[src/rtl/prio_encode8to3_db.sv]
// Debounced 8-to-3 priority encoder with a held-event register for a polling consumer.
// Raw levels are synchronized and debounced, then encoded, and each change of (valid, code) is latched.
module prio_encode8to3_db #(
    parameter int DB_COUNT = 1_000_000
) (
    input  logic       clk,
    input  logic       reset_n,
    input  logic [7:0] in,
    input  logic       ack,
    output logic [2:0] code,
    output logic       valid,
    output logic       chg,
    output logic       evt_pend,
    output logic [2:0] evt_code,
    output logic       evt_valid,
    output logic       ovr
);

    localparam int CNT_W = $clog2(DB_COUNT);
    localparam logic [CNT_W-1:0] CNT_MAX = CNT_W'(DB_COUNT - 1);

    typedef enum logic {
        STABLE,
        WAIT
    } state_t;

    state_t           state, state_n;
    logic [7:0]       sync1, sync2;
    logic [7:0]       cand, cand_n;
    logic [7:0]       stable, stable_n;
    logic [CNT_W-1:0] cnt, cnt_n;
    logic [2:0]       code_n;
    logic             valid_n;
    logic             chg_n;

    // Bit 7 has the highest priority; the highest set bit is the last one the loop sees.
    function automatic logic [2:0] enc_code(input logic [7:0] v);
        enc_code = 3'd0;
        for (int i = 0; i < 8; i++) begin
            if (v[i]) enc_code = 3'(i);
        end
    endfunction

    always_comb begin
        state_n  = state;
        cand_n   = cand;
        stable_n = stable;
        cnt_n    = cnt;
        case (state)
            STABLE: begin
                if (sync2 != stable) begin
                    cand_n  = sync2;
                    cnt_n   = '0;
                    state_n = WAIT;
                end
            end
            WAIT: begin
                if (sync2 == cand) begin
                    if (cnt >= CNT_MAX) begin
                        stable_n = cand;
                        state_n  = STABLE;
                    end else begin
                        cnt_n = cnt + 1'b1;
                    end
                end else if (sync2 == stable) begin
                    // Input fell back to the accepted value: a glitch, nothing to report.
                    state_n = STABLE;
                end else begin
                    cand_n = sync2;
                    cnt_n  = '0;
                end
            end
            default: state_n = STABLE;
        endcase
    end

    always_comb begin
        code_n  = enc_code(stable);
        valid_n = |stable;
        chg_n   = ({valid_n, code_n} != {valid, code});
    end

    // Synchronizer -> debounce -> encoder output / event hold
    always_ff @(posedge clk or negedge reset_n) begin
        if (!reset_n) begin
            sync1     <= '0;
            sync2     <= '0;
            state     <= STABLE;
            cand      <= '0;
            stable    <= '0;
            cnt       <= '0;
            code      <= '0;
            valid     <= 1'b0;
            chg       <= 1'b0;
            evt_pend  <= 1'b0;
            evt_code  <= '0;
            evt_valid <= 1'b0;
            ovr       <= 1'b0;
        end else begin
            sync1  <= in;
            sync2  <= sync1;
            state  <= state_n;
            cand   <= cand_n;
            stable <= stable_n;
            cnt    <= cnt_n;
            code   <= code_n;
            valid  <= valid_n;
            chg    <= chg_n;
            if (chg_n) begin
                // A new event always wins; an ack in the same cycle consumes the old one.
                evt_pend  <= 1'b1;
                evt_code  <= code_n;
                evt_valid <= valid_n;
                if (ack)           ovr <= 1'b0;
                else if (evt_pend) ovr <= 1'b1;
            end else if (ack && evt_pend) begin
                evt_pend <= 1'b0;
                ovr      <= 1'b0;
            end
        end
    end

endmodule
[config.mk]
export PLATFORM = sky130hd
export DESIGN_NAME = prio_encode8to3_db
export DESIGN_NICKNAME = d
export VERILOG_FILES = /design/src/rtl/prio_encode8to3_db.sv
export SDC_FILE = /design/constraint.sdc
export NUM_CORES = 1
export LEC_CHECK = 0
export BUFFER_PORTS_ARGS = -buffer_cell sky130_fd_sc_hd__clkbuf_2
export CORE_MARGIN = 5
export CORE_UTILIZATION = 30
export CTS_BUF_LIST = sky130_fd_sc_hd__clkbuf_8
export CTS_CLUSTER_SIZE = 10
export DETAILED_ROUTE_END_ITERATION = 10
export MAX_ROUTING_LAYER = met4
export SKIP_LAST_GASP = 1
export SLEW_MARGIN = 20
export SYNTH_ARGS = -nofsm -noshare
export SYNTH_HDL_FRONTEND = slang
export SYNTH_SLANG_ARGS = --single-unit
[constraint.sdc]
create_clock -name clk -period 2.75 [get_ports clk]
set_input_delay 0.275 -clock clk [delete_from_list [all_inputs] [get_ports clk]]
set_output_delay 0.275 -clock clk [all_outputs]
set_load 0.02 [all_outputs]
==> metrics.txt, run 1 <==
DR pass1 iterations 4; Worst-Margin Slew 793 ps; Total GRT Usage 0.113; Num CTS Buffers 9; Flop pwr share 0.550; CP max FO 7; placed cell count 415; die span in x 109 um; Iteration-0 DRC Markers 130; Logic pwr share 0.033; initial core utilization 0.305; post-route ant nets 0; Worst EP required 2950 ps; launch point of the worst reg-to-reg path cnt[13]; CTS Sinks 64; synth top area cells dfrtp_1 54%, mux2_2 6.1%, xnor2_1 5.3%, a31oi_1 4.6%, nand3_1 2.2%; final wirelength 5.96 mm; via count 2130; post-synthesis adder-cell area fraction 0.00422; R2R Path End cnt[17]; Hold Startpoint in[4]; post-synthesis mux area share 0.0860; Final TNS setup 0 ps; global-route wire length before repair 10.1 mm; Detail Placement HPWL 4.14 mm; most instantiated cells after synthesis 64 x dfrtp_1, 22 x a31oi_1, 18 x xnor2_1, 16 x mux2_2, 14 x inv_1; Die ar. 12000 um^2; CTS tree done; Clock Tree Buf Depth 2; Final Hold Viols 0; IO Count 22; Synth Flop Type dfrtp_1; leak pwr 1.44 nW; FMAX 451 MHz; Pwr Density 516 nW/um^2; Ys Warns 0; endpoint class of the critical path flop; DR WL/cell 13.8 um; cells after synthesis 267; GP Congestion 0.837; worst vdd ir 0.276 mV; most frequent cell after synthesis dfrtp_1; Worst setup SP type flop; CP Class reg2reg; largest net degree at the start of global routing 40; EDFF count, synth 0; number of I/O port buffers 21; fin crit period 2220 ps; # setup viols final 0; compound-gate portion of the synthesized area 0.157; post-synthesis register bit count 64; largest family of logic cells by synthesized area compound AO/OA/AOI/OAI gates; detail-routed via count per cell 4.93; num rows 36; Cell Area, Synth 2970 um^2; Slew Limit Fails 0; Final #Nets 306; cell internal pwr 1.34 mW; sequential share of the synthesized area 0.540; Synth cell types 41; Area growth syn-to-layout 15.7%; RSZ-0062 raised after global routing no; final non-filler cell total 432; H-tree depth 3; Post-CTS Setup Inserts 0; Clk pwr share 0.416; Die Height 109 um; Yosys top cell area share 0.540; n_diodes 0; CTS clk-pin slew, worst paths 70 ps; R2R Setup Slk 530 ps; filler instances 1005; switching share of power 0.243; simple-gate portion of the synthesized area 0.125; post-synth top area cell dfrtp_1; worst hold path depth 1; worst hold endpoint sync1[4]; xor/xnor cell area share of the yosys netlist 0.0531; layout cells sized above 1 0.227; final hold slack 27.0 ps; R2R depth 5; Net Switching 0.430 mW; clock skew 8.67 ps; vias in the first global route 2043; initial antenna violation count 0; status complete, no violations; fin worst setup slack 533 ps; total gr overflow 0; HP Class in2reg; pre-CTS setup slack 542 ps; Critical Path AT 2420 ps; fraction of registers with async set/reset 1.00; Clk Latency, worst-skew pair 350 ps; DR DRC count 0; Root Driver clkbuf_8; syn_nets 279; Avg Synthesized Cell Area 11.1 um^2; maxcap violations 0; Final Cycle Share 0.806; Rel. slew slack 0.466; Core Box Area 9730 um^2
## cell type report
cell class	instances	area [um^2]	share of cell area
Inverter	15	58.8	0.0171
Timing Repair Buffer	26	158	0.0459
Sequential cell	64	1600	0.466
Multi-Input combinational cell	178	1270	0.370
Clock inverter	6	42.5	0.0124
Tap cell	133	166	0.0485
Clock buffer	10	138	0.0401
## registers in the layout, summed over array words and instances, names as in the netlist
signal and cells:
stable 8, sync2 8, chg 1, cand 8, sync1 8, valid 1, evt_valid 1, state 1
code 3, cnt 20, evt_code 3, evt_pend 1, ovr 1
## power groups by stage
stage / sequential (mW) / clock, mW / combinational, mW
2_1_floorplan: 0.989 / 0 / 0.0260
3_3_place_gp: 0.992 / 0 / 0.0608
3_5_place_dp: 0.993 / 0 / 0.0606
4_1_cts: 0.974 / 0.772 / 0.0620
5_1_grt: 0.977 / 0.813 / 0.0685
6_report: 0.974 / 0.738 / 0.0591
## critical path, cell delays in order, from the launching register on
cell and delay (ps):
dfrtp_1 440, or4_4 580, nor3_1 250, a21oi_1 240, o311ai_0 370, o221ai_1 190
## per-layer routing
metal / vias to the layer above / wire length (um) / global-route usage
met1: 1026 / 2810 / 0.143
met3: 11 / 387 / 0.0464
met2: 48 / 2670 / 0.165
li1: 1045 / - / -
met5: - / 0 / -
met4: 0 / 91 / 0.0347
## logic make-up (layout without fill, tap and decap cells)
kind of cell / count (synthesis) / count (layout)
AOI/OAI and AO/OA: 68 / 68
buffers and inverters: 25 / 57
and+or+nand+nor: 69 / 69
xor gates and xnor gates: 18 / 18
muxes: 22 / 22
adders and majority gates: 1 / 1
DFF: 64 / 64
## what timing repair did
action | CTS | global route
resized for setup | 0 | 0
hold endpoints to repair | 7 | 0
setup endpoints to repair | 0 | 0
hold buffers | 1 | 0
## how the worst max path moves through the flow
stage          startpoint           to  depth (start not counted)
4_1_cts            cnt[1]    stable[2]                          6
3_3_place_gp       cnt[0]    stable[0]                          6
6_report          cnt[13]      cnt[17]                          5
5_1_grt            cnt[1]    stable[5]                          6
3_5_place_dp       cnt[1]    stable[2]                          6
2_1_floorplan   stable[7]  evt_code[1]                          6
## cells in the final DEF (no fill, tap or decap), types with 4 or more instances in the layout
cell and n:
o31ai_1 4, a31oi_1 22, nand3_1 13, nor2_1 10, mux2_2 16, and2_1 4, nand4_1 7, nor3_1 5
a21oi_1 6, inv_1 14, clkbuf_2 21, o21ai_0 13, xnor2_1 18, o211ai_1 5, nand2_1 13, dfrtp_1 64
a41oi_1 5, clkbuf_8 10
## metrics by stage
stage	utilization	total power [mW]	area, um^2
4_1_cts	0.353	1.81	3430
3_3_place_gp	0.333	1.05	3240
3_5_place_dp	0.333	1.05	3240
2_1_floorplan	-	1.01	2970
5_1_grt	0.353	1.86	3430
6_report	0.353	1.77	3430
(Power assumes the default switching activity.)
==> inputs of run 2 (changes only) <==
- clock period: 2.75 -> 1.9 ns (I/O delays scaled with it)
==> run 2 against run 1 <==
  * Clock power increased by 80%
  * Utilization increased by 4.5 points
  * Flip-flop and latch count unchanged
  * Die area unchanged
  * Global-route usage about the same
  * Worst hold slack improved by 62 ps
  * Register-to-register slack got worse by 510 ps
==> metrics.txt, run 2 (synthesis gave the netlist of run 1 again) <==
initial antenna violation count 0; R2R depth 5; Pwr Density 733 nW/um^2; Worst-Margin Slew 473 ps; DR DRC count 0; final wirelength 6.07 mm; Flop pwr share 0.496; GP Congestion 0.800; DR WL/cell 12.9 um; DR top layer met4; CTS clk-pin slew, worst paths 80 ps; Critical Path Max Stage Delay 570 ps; layout cells sized above 1 0.333; DR pass1 iterations 4; global-route wire length before repair 10.3 mm; number of I/O port buffers 21; R2R Setup Slk 20 ps; launch point of the worst reg-to-reg path stable[7]; CP max stage cell or4_4; vias in the first global route 2204; Clk Latency, worst-skew pair 350 ps; CP Buf/Inv Count 1; most frequent cells in the layout 64 x dfrtp_1, 33 x buf_4, 22 x a31oi_1; clock skew 8.52 ps; register with the most flip-flops cnt; worst hold endpoint ovr; IO Count 22; Rel. slew slack 0.684; switching share of power 0.228; DP Area 3480 um^2; fin crit period 1880 ps; largest net degree at the start of global routing 24; Worst setup SP type flop; initial core utilization 0.305; leak pwr 1.69 nW; Logic pwr share 0.035; CTS tree done; H-tree depth 3; Core Box Area 9730 um^2; CP max FO 4; num rows 36; Clock Tree Buf Depth 2; RSZ-0062 raised after global routing yes; met2 routed wirelength 2.81 mm; Total GRT Usage 0.113; final non-filler cell area 3870 um^2; maxcap violations 0; Detail Placement HPWL 4.27 mm; worst hold path depth 2; Num CTS Buffers 9; R2R Path End evt_code[2]; Die Height 109 um; most common cell after layout, fill and taps aside dfrtp_1; status complete, no violations; HP Class in2reg; via count 2268; Root Driver clkbuf_8; Final #Nets 346; Util after Layout 0.398; Clk pwr share 0.469; FMAX 532 MHz; Final Cycle Share 0.990; cells along the critical path or4_4, o31ai_4, and3_4, inv_4, mux2_4; # setup viols final 0; Final Hold Viols 0; Critical Path AT 2120 ps; CTS Sinks 64; worst vdd ir 0.380 mV; cell internal pwr 2.19 mW; n_diodes 0; Iteration-0 DRC Markers 77; Worst EP required 2140 ps; M1 wire length 2.93 mm; total gr overflow 0; number of flip-flops in the largest register 20; Net Switching 0.649 mW; endpoint class of the critical path flop; post-route ant nets 0; Hold Startpoint ack; CP Class reg2reg; CP top delay family simple AND/OR/NAND/NOR gates; Slew Limit Fails 0; Die ar. 12000 um^2; met3 wire len 194 um; die span in x 109 um; Area growth syn-to-layout 30.6%; detail-routed via count per cell 4.81
## run 2: worst max-delay path by stage
stage	end	startpoint	slack [ps]	cells after the start
final	evt_code[2]	stable[7]	20	5
after global routing	evt_valid	stable[3]	-50	6
after CTS	stable[0]	cnt[1]	-6	6
after detailed placement	stable[4]	cnt[1]	-90	6
after global placement	cand[2]	stable[7]	-40	6
after floorplan	evt_code[1]	stable[7]	-70	6
## run 2: area by class of cell
cell class / instances / area [um^2]
inverter: 15 / 58.8
clock buffer: 9 / 124
clock inverter: 7 / 104
fill: 953 / 5850
tap: 133 / 166
multi-input combinational: 178 / 1340
timing repair buffer: 66 / 485
sequential: 64 / 1600
## run 2: power groups by stage
stage               Clock, mW  Sequential [mW]  Combinational (mW)
global placement            0             1.44              0.0829
detailed placement          0             1.44              0.0846
finish                   1.33             1.41              0.0981
global route             1.43             1.41               0.114
floorplan                   0             1.43              0.0376
CTS                      1.38             1.41              0.0994
## run 2: layer usage
| metal | vias up | GRT usage |
|---|---|---|
| li1 | 1123 | - |
| met2 | 31 | 0.165 |
| met3 | 9 | 0.0288 |
| met1 | 1105 | 0.147 |
| met5 | - | - |
| met4 | 0 | 0.0508 |
## run 2: per-stage QoR
stage | hold slack [ps] | TNS (ps) | worst slack, ps | cells | power [mW]
floorplan | -106 | -198 | -65.9 | 267 | 1.47
global placement | 162 | -292 | -35.4 | 445 | 1.52
detailed placement | 166 | -879 | -85.0 | 445 | 1.52
CTS | 72.1 | -10.4 | -5.52 | 470 | 2.89
global route | 90.0 | -279 | -51.3 | 472 | 2.95
finish | 89.0 | 0 | 19.3 | 472 | 2.84
## run 2: timing repair
item,4_1_cts,5_1_grt
pin swaps,0,3
buffers inserted,0,2
hold buffers,9,0
setup endpoints to repair,20,29
hold endpoints to repair,26,0
resized for setup,7,10
==> inputs of run 3 (changes only) <==
- ABC_AREA: default -> 1
- clock period: 1.9 -> 2.41 ns (I/O delays scaled with it)
==> run 3 against run 2 <==
  * Setup slack improved by 450 ps
  * Critical path type unchanged
  * Global-route usage grew 0.38 points
  * Cell area increased by 0.55%
  * Fmax shrank 3.0%
  * Area after synthesis is 13% higher
  * Worst hold slack worse by 7.1 ps
==> metrics.txt, run 3 <==
cells after synthesis 428; most frequent cell after synthesis nand2_1; fraction of registers with async set/reset 1.00; global-route wire length before repair 12.1 mm; most frequent cells in the layout 123 x nand2_1, 64 x dfrtp_1, 46 x nand3_1; CTS tree done; Final Hold Viols 0; CP top delay family simple AND/OR/NAND/NOR gates; DR pass1 iterations 4; register with the most flip-flops cnt; RSZ-0062 raised after global routing no; Cell Area, Synth 3360 um^2; via count 2684; CP Buf/Inv Count 1; Hold Startpoint ack; leak pwr 1.88 nW; Post-CTS Setup Inserts 0; maxcap violations 0; cells along the critical path inv_1, nand2_1, a21oi_1, nand2_1, nor2_8, nand2_4, nand2_4, nand2_4, nand2_1, o21ai_2; post-synthesis register bit count 64; synth top area cells dfrtp_1 48%, nand2_1 14%, nand3_1 6.9%, inv_1 4.7%, nor2_1 4.6%; CP max stage cell dfrtp_1; CTS clk-pin slew, worst paths 70 ps; Clk Latency, worst-skew pair 340 ps; # setup viols final 0; Die ar. 13400 um^2; Clock Tree Buf Depth 2; Die Height 116 um; layout cells sized above 1 0.141; Worst setup SP type flop; HP Class in2reg; detail-routed via count per cell 4.41; final wirelength 6.74 mm; Slew Limit Fails 0; launch point of the worst reg-to-reg path sync2[7]; Num CTS Buffers 9; fin worst setup slack 471 ps; most common cell after layout, fill and taps aside nand2_1; num rows 38; Synth cell types 33; n_diodes 0; initial core utilization 0.308; total gr overflow 0; Post-CTS Resized 0; H-tree depth 3; syn_nets 440; worst vdd ir 0.228 mV; Final TNS setup 0 ps; Core Box Area 10900 um^2; Detail Placement HPWL 5.00 mm; post-synth top area cell dfrtp_1; post-route ant nets 0; Worst-Margin Slew 491 ps; Root Driver clkbuf_8; FMAX 516 MHz; number of flip-flops in the largest register 20; Rel. slew slack 0.670; initial antenna violation count 0; CTS Sinks 64; Ys Warns 0; DR WL/cell 11.1 um; Total GRT Usage 0.116; largest net degree at the start of global routing 34; most instantiated cells after synthesis 123 x nand2_1, 64 x dfrtp_1, 46 x nand3_1, 42 x inv_1, 41 x nor2_1; vias in the first global route 2618; Critical Path Max Stage Delay 400 ps; clock skew 9.87 ps; Final Cycle Share 0.805; Final #Nets 475; endpoint class of the critical path flop; Critical Path AT 2170 ps; CP max FO 21; Pwr Density 571 nW/um^2; hold buffers post-CTS 9; CP Class reg2reg; DR DRC count 0; Worst EP required 2640 ps; Iteration-0 DRC Markers 141; Avg Synthesized Cell Area 7.84 um^2; IO Count 22; Worst Setup SP sync2[7]; Area growth syn-to-layout 16.1%; die span in x 116 um; pre-CTS setup slack 442 ps; Synth Flop Type dfrtp_1; number of I/O port buffers 21; sequential share of the synthesized area 0.477; fin crit period 1940 ps; Yosys top cell area share 0.477; status complete, no violations; EDFF count, synth 0; GP Congestion 0.882
run 3: path summary, 6_finish.rpt:
kind | end | slack (ps) | cells past startpoint
max in group asynchronous | cnt[3] | 1620 | 3
max reg2reg | cnt[15] | 470 | 10
min in group asynchronous | stable[4] | 460 | 3
min reg2reg | sync2[1] | 350 | 0
max | cnt[15] | 470 | 10
min | evt_pend | 80 | 2
run 3: kinds of logic (layout without fill, tap and decap cells):
| logic type | Yosys count | after routing | share of synthesized area |
|---|---|---|---|
| AO/OA/AOI/OAI | 34 | 34 | 0.0563 |
| XOR/XNOR | 17 | 17 | 0.0444 |
| adder cells (fa/ha/maj) | 1 | 1 | 0.00373 |
| buffers and inverters | 60 | 100 | 0.0805 |
| flip-flops | 64 | 64 | 0.477 |
| AND/OR/NAND/NOR | 252 | 252 | 0.338 |
run 3: area by class of cell:
cell class | count | area, um^2
Clock inverter | 6 | 83.8
Timing Repair Buffer | 34 | 225
Clock buffer | 10 | 138
Fill cell | 1123 | 6990
Tap cell | 140 | 175
Inverter | 50 | 188
Multi-Input combinational cell | 304 | 1490
Sequential cell | 64 | 1600
run 3: per-layer routing:
| metal | vias to the layer above | track usage | part of all wire |
|---|---|---|---|
| met3 | 13 | 0.0204 | 0.028 |
| met4 | 0 | 0.0634 | 0.026 |
| met5 | - | - | 0 |
| li1 | 1428 | - | - |
| met1 | 1217 | 0.153 | 0.50 |
| met2 | 26 | 0.170 | 0.44 |
run 3: metrics by stage:
step / utilization / std cells / total power, mW / hold slack, ps / area [um^2]
4_1_cts: 0.358 / 608 / 2.26 / 62.0 / 3900
2_1_floorplan: - / 428 / 1.18 / -54.6 / 3360
3_3_place_gp: 0.329 / 583 / 1.22 / 301 / 3580
5_1_grt: 0.358 / 608 / 2.33 / 81.6 / 3900
3_5_place_dp: 0.329 / 583 / 1.22 / 303 / 3580
6_report: 0.358 / 608 / 2.23 / 81.8 / 3900
run 3: power by group:
| part | leakage, nW | switching [mW] | internal (mW) |
|---|---|---|---|
| logic | 0.937 | 0.0596 | 0.0378 |
| clock network | 0.110 | 0.412 | 0.605 |
| registers | 0.834 | 0.0151 | 1.10 |
| total | 1.88 | 0.487 | 1.74 |
